$ cat src/rtl/fwd_hazard_ctrl.sv
// Execute-stage operand forwarding and load-use hazard controller.
// Tracks EX/MEM/WB destination info and emits registered operand selects.
module fwd_hazard_ctrl #(
    parameter int REG_ADDR_W = 5,
    parameter int CNT_W      = 32
) (
    input  logic                  clk,
    input  logic                  reset,
    input  logic                  id_valid,
    input  logic [REG_ADDR_W-1:0] id_rs1,
    input  logic [REG_ADDR_W-1:0] id_rs2,
    input  logic                  id_use_rs1,
    input  logic                  id_use_rs2,
    input  logic [REG_ADDR_W-1:0] id_rd,
    input  logic                  id_regwrite,
    input  logic                  id_memread,
    input  logic                  flush,
    output logic [1:0]            sel_a,
    output logic [1:0]            sel_b,
    output logic                  stall,
    output logic                  ex_valid,
    output logic [CNT_W-1:0]      stall_cnt,
    output logic [CNT_W-1:0]      fwd_cnt
);

    typedef struct packed {
        logic                  valid;
        logic [REG_ADDR_W-1:0] rd;
        logic                  regwrite;
        logic                  memread;
    } stage_t;

    localparam logic [1:0] SEL_RF  = 2'b00;
    localparam logic [1:0] SEL_WB  = 2'b01;
    localparam logic [1:0] SEL_MEM = 2'b10;

    stage_t           exRec_q, memRec_q, wbRec_q;
    stage_t           exRec_d;
    logic [1:0]       selA_q, selB_q, selA_d, selB_d;
    logic [CNT_W-1:0] stallCnt_q, fwdCnt_q;
    logic             loadUse;
    logic             stallInt;
    logic             accept;
    logic             fwdHit;
    logic             unusedBits;

    function automatic logic produces(input stage_t s, input logic [REG_ADDR_W-1:0] r);
        return s.valid && s.regwrite && (s.rd == r) && (r != '0);
    endfunction

    // Youngest producer wins; a load in EX cannot forward and is handled by the stall.
    function automatic logic [1:0] nextSel(input logic useRs, input logic [REG_ADDR_W-1:0] rs,
                                           input stage_t ex, input stage_t mem);
        if (!useRs)
            return SEL_RF;
        else if (produces(ex, rs) && !ex.memread)
            return SEL_MEM;
        else if (produces(mem, rs))
            return SEL_WB;
        else
            return SEL_RF;
    endfunction

    always_comb begin
        loadUse = exRec_q.valid && exRec_q.memread && exRec_q.regwrite && (exRec_q.rd != '0) &&
                  ((id_use_rs1 && (id_rs1 == exRec_q.rd)) ||
                   (id_use_rs2 && (id_rs2 == exRec_q.rd)));
        stallInt = id_valid && !flush && loadUse;
        accept   = !flush && !stallInt;

        exRec_d          = '0;
        exRec_d.valid    = id_valid;
        exRec_d.rd       = id_rd;
        exRec_d.regwrite = id_regwrite && id_valid;
        exRec_d.memread  = id_memread && id_valid;

        selA_d = id_valid ? nextSel(id_use_rs1, id_rs1, exRec_q, memRec_q) : SEL_RF;
        selB_d = id_valid ? nextSel(id_use_rs2, id_rs2, exRec_q, memRec_q) : SEL_RF;
        fwdHit = accept && id_valid && ((selA_d != SEL_RF) || (selB_d != SEL_RF));
    end

    always_ff @(posedge clk) begin
        if (reset) begin
            exRec_q    <= '0;
            memRec_q   <= '0;
            wbRec_q    <= '0;
            selA_q     <= SEL_RF;
            selB_q     <= SEL_RF;
            stallCnt_q <= '0;
            fwdCnt_q   <= '0;
        end else begin
            memRec_q <= exRec_q;
            wbRec_q  <= memRec_q;
            if (accept) begin
                exRec_q <= exRec_d;
                selA_q  <= selA_d;
                selB_q  <= selB_d;
            end else begin
                exRec_q <= '0;
                selA_q  <= SEL_RF;
                selB_q  <= SEL_RF;
            end
            if (stallInt && (stallCnt_q != '1))
                stallCnt_q <= stallCnt_q + CNT_W'(1);
            if (fwdHit && (fwdCnt_q != '1))
                fwdCnt_q <= fwdCnt_q + CNT_W'(1);
        end
    end

    // WB producers are served by the regfile bypass, so the WB record is kept only for visibility.
    assign unusedBits = ^{memRec_q.memread, wbRec_q};

    assign sel_a     = selA_q;
    assign sel_b     = selB_q;
    assign stall     = stallInt;
    assign ex_valid  = exRec_q.valid;
    assign stall_cnt = stallCnt_q;
    assign fwd_cnt   = fwdCnt_q;

endmodule

$ cat config.mk
export PLATFORM = sky130hd
export DESIGN_NAME = fwd_hazard_ctrl
export DESIGN_NICKNAME = d
export VERILOG_FILES = /design/src/rtl/fwd_hazard_ctrl.sv
export SDC_FILE = /design/constraint.sdc
export NUM_CORES = 1
export LEC_CHECK = 0
export ABC_AREA = 1
export CAP_MARGIN = 15
export CORE_MARGIN = 3
export CORE_UTILIZATION = 45
export CTS_BUF_LIST = sky130_fd_sc_hd__clkbuf_4 sky130_fd_sc_hd__clkbuf_8
export CTS_CLUSTER_DIAMETER = 80
export DETAILED_ROUTE_END_ITERATION = 16
export GPL_TIMING_DRIVEN = 0
export MAX_ROUTING_LAYER = met4
export PLACE_DENSITY = 0.8
export SLEW_MARGIN = 20
export SYNTH_ARGS = -nofsm -noshare
export SYNTH_HDL_FRONTEND = slang
export SYNTH_SLANG_ARGS = --single-unit
$ cat constraint.sdc
create_clock -name clk -period 1.7 [get_ports clk]
set_input_delay 0.34 -clock clk [delete_from_list [all_inputs] [get_ports clk]]
set_output_delay 0.34 -clock clk [all_outputs]
set_load 0.02 [all_outputs]
# Yosys cells after proc, flatten, opt, wreduce, memory -nomap -nowiden
# Cells that the tools add are included.
[op_classes] n_eq_ne=8 bitwise=1 n_mux=8 n_reduce_logical=38 addsub=2
[op_table] operator="32-bit by 1-bit adder with 32-bit output (second input constant)" count=2
[op_table] operator="32-bit inequality test (second input constant)" count=2
[op_table] operator="5-bit == test" count=6
[op_table] operator="1-bit logical AND" count=27
[op_table] operator="5-bit nonzero test" count=3
[op_table] operator="2-bit 2-to-1 mux" count=6
[op_table] operator="2-bit nonzero test" count=2
[op_table] operator="1-bit logical NOT" count=3
[op_table] operator="1-bit logical OR" count=2
[op_table] operator="1-bit 2-to-1 mux" count=2
[op_table] operator="2-bit OR reduction" count=1
[op_table] operator="1-bit inverter" count=1
[word_totals] output_inout_bits=70 wordCells=68 regBits=83 in_bits=23

# Depth between registers and ports, before layout
[depth] word_depth=11 mapped_depth=15 mapped_depth_nobuf=14

# Worst setup path after synthesis
# OpenSTA, ideal clock, no wires.
[synth_timing] path_kind="reg-to-reg" start="register stallCnt_q[1], in the netlist stall_cnt[1]" end="register stallCnt_q[20], in the netlist stall_cnt[20]" arrival_time_ns=1.765 required_time_ns=1.572 path_buffers=0 period_less_slack_ns=1.893 path_slack_ns=-0.193 stages_incl_launch_ff=15 setup_ns=0.128 cell_sequence="dfxtp_1 -> ha_1 -> nand2_1 -> nor2_2 -> nand2_1 -> nor2_4 -> nand2_1 -> nor2_2 -> nand4_1 -> nand2_2 -> inv_2 -> nand2_1 -> nand2_1 -> nand2_1 -> nor2_1"
[synth_via] elab_chain_len=2 word_cells_on_any_way=3 classes_between="add/sub: 1; eq/ne: 1; reduce/logical: 1"
[synth_lines] element="start, declared" line_no="40" rtl="logic [CNT_W-1:0] stallCnt_q, fwdCnt_q;"
[synth_lines] element="start signal, assigned" line_no="104" rtl="stallCnt_q <= stallCnt_q + CNT_W'(1);"
[synth_lines] element="branches (longest 2 deep; another with 32-bit by 1-bit adder with 32-bit output)"
# Parallel ways; which one is timed is not known.
# A chain may end at the register's enable or synchronous reset.

# Worst setup path in the final report
[layout_timing] start="register exRec_q[5] in the netlist's numbering" end="register fwdCnt_q[7], in the netlist fwd_cnt[7]"
[layout_via] elab_chain_len=11 word_cells_on_any_way=31 classes_between="eq/ne: 4; mux: 6; reduce/logical: 21"
[layout_lines] element="start, declared" line_no="37" rtl="stage_t exRec_q, memRec_q, wbRec_q;"
[layout_lines] element="start signal, assigned" line_no="95" rtl="exRec_q <= exRec_d;"
[layout_lines] element="5-bit == test (on tied branches)" line_no="48, 66, 67"
[layout_lines] element="1-bit logical AND (2 in a row)" line_no="48" rtl="return s.valid && s.regwrite && (s.rd == r) && (r != '0);"
[layout_lines] element="1-bit logical AND" line_no="56" rtl="else if (produces(ex, rs) && !ex.memread)"
[layout_lines] element="2-bit 2-to-1 mux" line_no="56"
[layout_lines] element="2-bit 2-to-1 mux" line_no="54" rtl="if (!useRs)"
[layout_lines] element="2-bit 2-to-1 mux (on tied branches)" line_no="77, 78"
[layout_lines] element="2-bit nonzero test" line_no="79" rtl="fwdHit = accept && id_valid && ((selA_d != SEL_RF) || (selB_d != SEL_RF));"
[layout_lines] element="1-bit logical OR" line_no="79"
[layout_lines] element="1-bit logical AND *" line_no="79"
[layout_lines] element="1-bit logical AND *" line_no="105" rtl="if (fwdHit && (fwdCnt_q != '1))"
[layout_lines] element="end signal, assigned" line_no="106" rtl="fwdCnt_q <= fwdCnt_q + CNT_W'(1);"
[layout_lines] element="end, declared" line_no="40"
# Mark *: on every way between the ends. The rest lies on a longest branch, timed or not.

==> results.json <==
{
  "run_status": "complete, but fails checks",
  "violations": "negative setup slack",
  "pwr-share-seq_pct": 48.9,
  "firstDrtPassIters": 6,
  "clkLatencyLatePin_ps": 360,
  "drt_wl_total_um": 16700,
  "grt_pass1_vias": 4884,
  "cap_violations": 0,
  "synthCells": 762,
  "grt_first_pass_wirelength_um": 22500,
  "drt_iter0_drc": 523,
  "tritoncts": "built",
  "critPathBufInv": 4,
  "overflow": 0,
  "htree_levels": 3,
  "yosysWarnings": 0,
  "antenna_found_initial": 0,
  "clockBufferDepth": 2,
  "synth_edf_count": 0,
  "max_stage_delay_ps": 350,
  "synth_seq_area_share_pct": 34.6,
  "worstPathRequired_ps": 1940,
  "fin_nets": 945,
  "synth-seq-cells": 83,
  "internal_power_mw": 3.07,
  "switchingPower_uw": 911,
  "swShare_pct": 22.9,
  "gp_congestion": 0.937,
  "pwr-share-comb_pct": 6.6,
  "ys.flop_type": "dfxtp_1",
  "critical_path_class": "reg -> reg",
  "grt_max_degree": 14,
  "coreArea_sq_mm": 0.0104,
  "routed_via_density": 5.40,
  "gr-usage-all-layers_pct": 24.0,
  "vias": 5729,
  "grt_use_met1_pct": 31.9,
  "maxClockFrequency_ghz": 0.513,
  "p_leak_nw": 3.63,
  "min_period_ps": 1950,
  "grtUsageMet3_pct": 3.58,
  "finalSetupViolations": 65,
  "rsz0062_at_grt": "true",
  "cts-root-buf": "clkbuf_8",
  "crit_top_cell": "buf_6",
  "p_clk_share_pct": 44.6,
  "clock_skew_ps": 12.2,
  "max_slew_margin_pct": 46.7,
  "cp.arrival_ps": 2190,
  "path_max_fanout": 6,
  "crit_start": "exRec_q[5]",
  "synth_area_sq_mm": 0.00481,
  "placementRows": 37,
  "die_y_um": 109,
  "postRouteAntennaNets": 0,
  "area_growth_pct": 56.8,
  "worstHoldStart": "id_valid",
  "post-route-period-util_pct": 115,
  "cp-start-kind": "flip-flop",
  "grt_use_met2_pct": 38.7,
  "fin_util_pct": 72.6,
  "slew_viol_final": 0,
  "drive_gt1_share_pct": 34.2,
  "cts_inserted_buffers": 9,
  "r2r_start": "exRec_q[5]",
  "die_area_sq_mm": 0.0120,
  "initial_core_util_pct": 46.3,
  "routedWlPerCell_um": 15.7,
  "timing.hold.ws_ps": 332,
  "cp-end-kind": "flip-flop",
  "ctsHoldBuffers": 0,
  "dpl_cell_area_sq_mm": 0.00596,
  "cts_sinks": 83,
  "vdd_drop_max_uv": 365,
  "post_synth_num_cell_types": 34,
  "powerDensity_mw_per_mm2": 529,
  "critical-path-top-delay-family": "simple AND/OR/NAND/NOR gates",
  "finalWorstSetupSlack_ps": -249,
  "async_flop_share_pct": 0,
  "drc_errors": 0,
  "synth_fp_nets": 787,
  "avgSynthCellArea_sq_um": 6.31,
  "slowest_stage": "dfxtp_2",
  "hp-class": "in -> reg",
  "diodes": 0,
  "tightest_slew_ps": 799,
  "final_area_sq_mm": 0.00753,
  "crit_chain": "buf_6 -> nor3_4 -> nand3_2 -> nor3b_2 -> nand2_2 -> buf_6 -> nand3_4 -> nor2_8 -> buf_8 -> buf_6 -> nand3_2 -> nand2_1 -> nor2_1",
  "hpwl_um": 9880,
  "ioPinCount": 93,
  "die_width_um": 109,
  "path_clk_slew_ps": 90,
  "port_buffers": 92,
  "busiest_layer": "met2",
  "hold_viol_final": 0
}
-- timing repair --
action	4_1_cts	5_1_grt
endpoints found under the setup margin	129	82
buffers inserted	20	29
resized for setup	152	206
gates cloned	1	6
pin swaps	30	40
-- placed cells by master (no fill, tap or decap), drive strengths merged --
| cell | synthesis | final |
|---|---|---|
| nor2 | 139 | 139 |
| ha | 2 | 2 |
| and3 | 1 | 1 |
| inv | 101 | 101 |
| o21bai | 2 | 2 |
| xnor2 | 10 | 10 |
| dlygate4sd2 | 0 | 64 |
| clkbuf | 8 | 24 |
| nand3b | 3 | 3 |
| clkdlybuf4s50 | 0 | 17 |
| nor3 | 21 | 21 |
| nand3 | 67 | 67 |
| nor2b | 1 | 1 |
| a211oi | 1 | 1 |
| dlymetal6s2s | 0 | 8 |
| nor3b | 2 | 2 |
| xor2 | 18 | 18 |
| o21ai | 10 | 10 |
| or2 | 2 | 2 |
| nor4 | 3 | 3 |
| nand2 | 199 | 200 |
| buf | 9 | 61 |
| clkinv | 1 | 3 |
| a21oi | 57 | 57 |
| dfxtp | 83 | 83 |
| bufinv | 0 | 3 |
| nand4 | 22 | 22 |
-- worst reg2reg max path, stage by stage, from the launching register on --
cell and delay [ps]:
dfxtp_2 350, buf_6 110, nor3_4 120, nand3_2 110
nor3b_2 170, nand2_2 100, buf_6 120, nand3_4 80
nor2_8 170, buf_8 170, buf_6 120, nand3_2 70
nand2_1 80, nor2_1 70
-- stage by stage --
stage               setup slack (ps)  cells  power, mW  setup TNS, ps
finish                          -249   1061       3.98          -9550
global route                    -347   1061       4.09         -17330
CTS                             -169   1027       3.93          -5430
detailed placement             -1010    990       2.22         -50430
global placement               -1000    990       2.22         -49770
floorplan                      -16.7    762       2.12          -38.4
-- logic make-up (layout without fill, tap and decap cells) --
family,Yosys count,after routing,share of synthesized area [%]
AO/OA/AOI/OAI,70,70,7.45
XOR/XNOR,28,28,5.10
adder cells (fa/ha/maj),2,2,0.521
buffers and inverters,119,281,10.1
flip-flops,83,83,34.6
AND/OR/NAND/NOR,460,461,42.2
-- synth_stat cells (3+ instances only) --
master	count	area [sq um]
nand3b_1	3	22.5
nor4_1	3	18.8
buf_4	4	30.0
xnor2_1	10	87.6
o21ai_0	9	45.0
nor2_4	4	45.0
clkbuf_1	8	30.0
inv_2	9	33.8
nand4_1	22	138
xor2_1	18	158
nor2_1	130	488
nor3_1	19	95.1
a21oi_1	57	285
nand3_1	64	320
nor2_2	4	25.0
dfxtp_1	83	1660
nand2_2	5	31.3
inv_1	92	345
buf_6	3	33.8
nand2_1	194	728
-- final timing paths --
kind | to | slack, ps | cells past startpoint
worst max-delay path | fwd_cnt[7] | -250 | 13
worst min-delay path | exRec_q[1] | 330 | 3
worst max register to register | fwd_cnt[7] | -250 | 13
worst min register to register | memRec_q[1] | 460 | 2
-- area by class of cell --
class / count / area [sq um]
multi-input combinational: 561 / 3420
fill: 771 / 2840
sequential: 83 / 1740
timing repair buffer: 146 / 1410
inverter: 102 / 394
tap: 136 / 170
buffer: 17 / 154
clock buffer: 11 / 145
clock inverter: 5 / 100
-- layer usage --
layer	share of wire, %	wire, um	vias up
met5	0	0	-
met4	2.5	420	0
met3	8.2	1360	44
met2	48	8070	295
met1	41	6800	2656
li1	-	-	2734
-- power by group through the flow --
stage | clock, mW | combinational (mW) | sequential (mW)
after floorplan | 0 | 0.120 | 2.00
after global placement | 0 | 0.216 | 2.00
after detailed placement | 0 | 0.219 | 2.00
after CTS | 1.77 | 0.214 | 1.95
after global routing | 1.85 | 0.287 | 1.95
final | 1.78 | 0.261 | 1.95
-- sequential cells by signal, summed over array words and instances, names as in the netlist --
| name | cells |
|---|---|
| exRec_q | 7 |
| ex_valid | 1 |
| fwd_cnt | 32 |
| memRec_q | 7 |
| sel_a | 2 |
| sel_b | 2 |
| stall_cnt | 32 |
(Power assumes the default switching activity.)
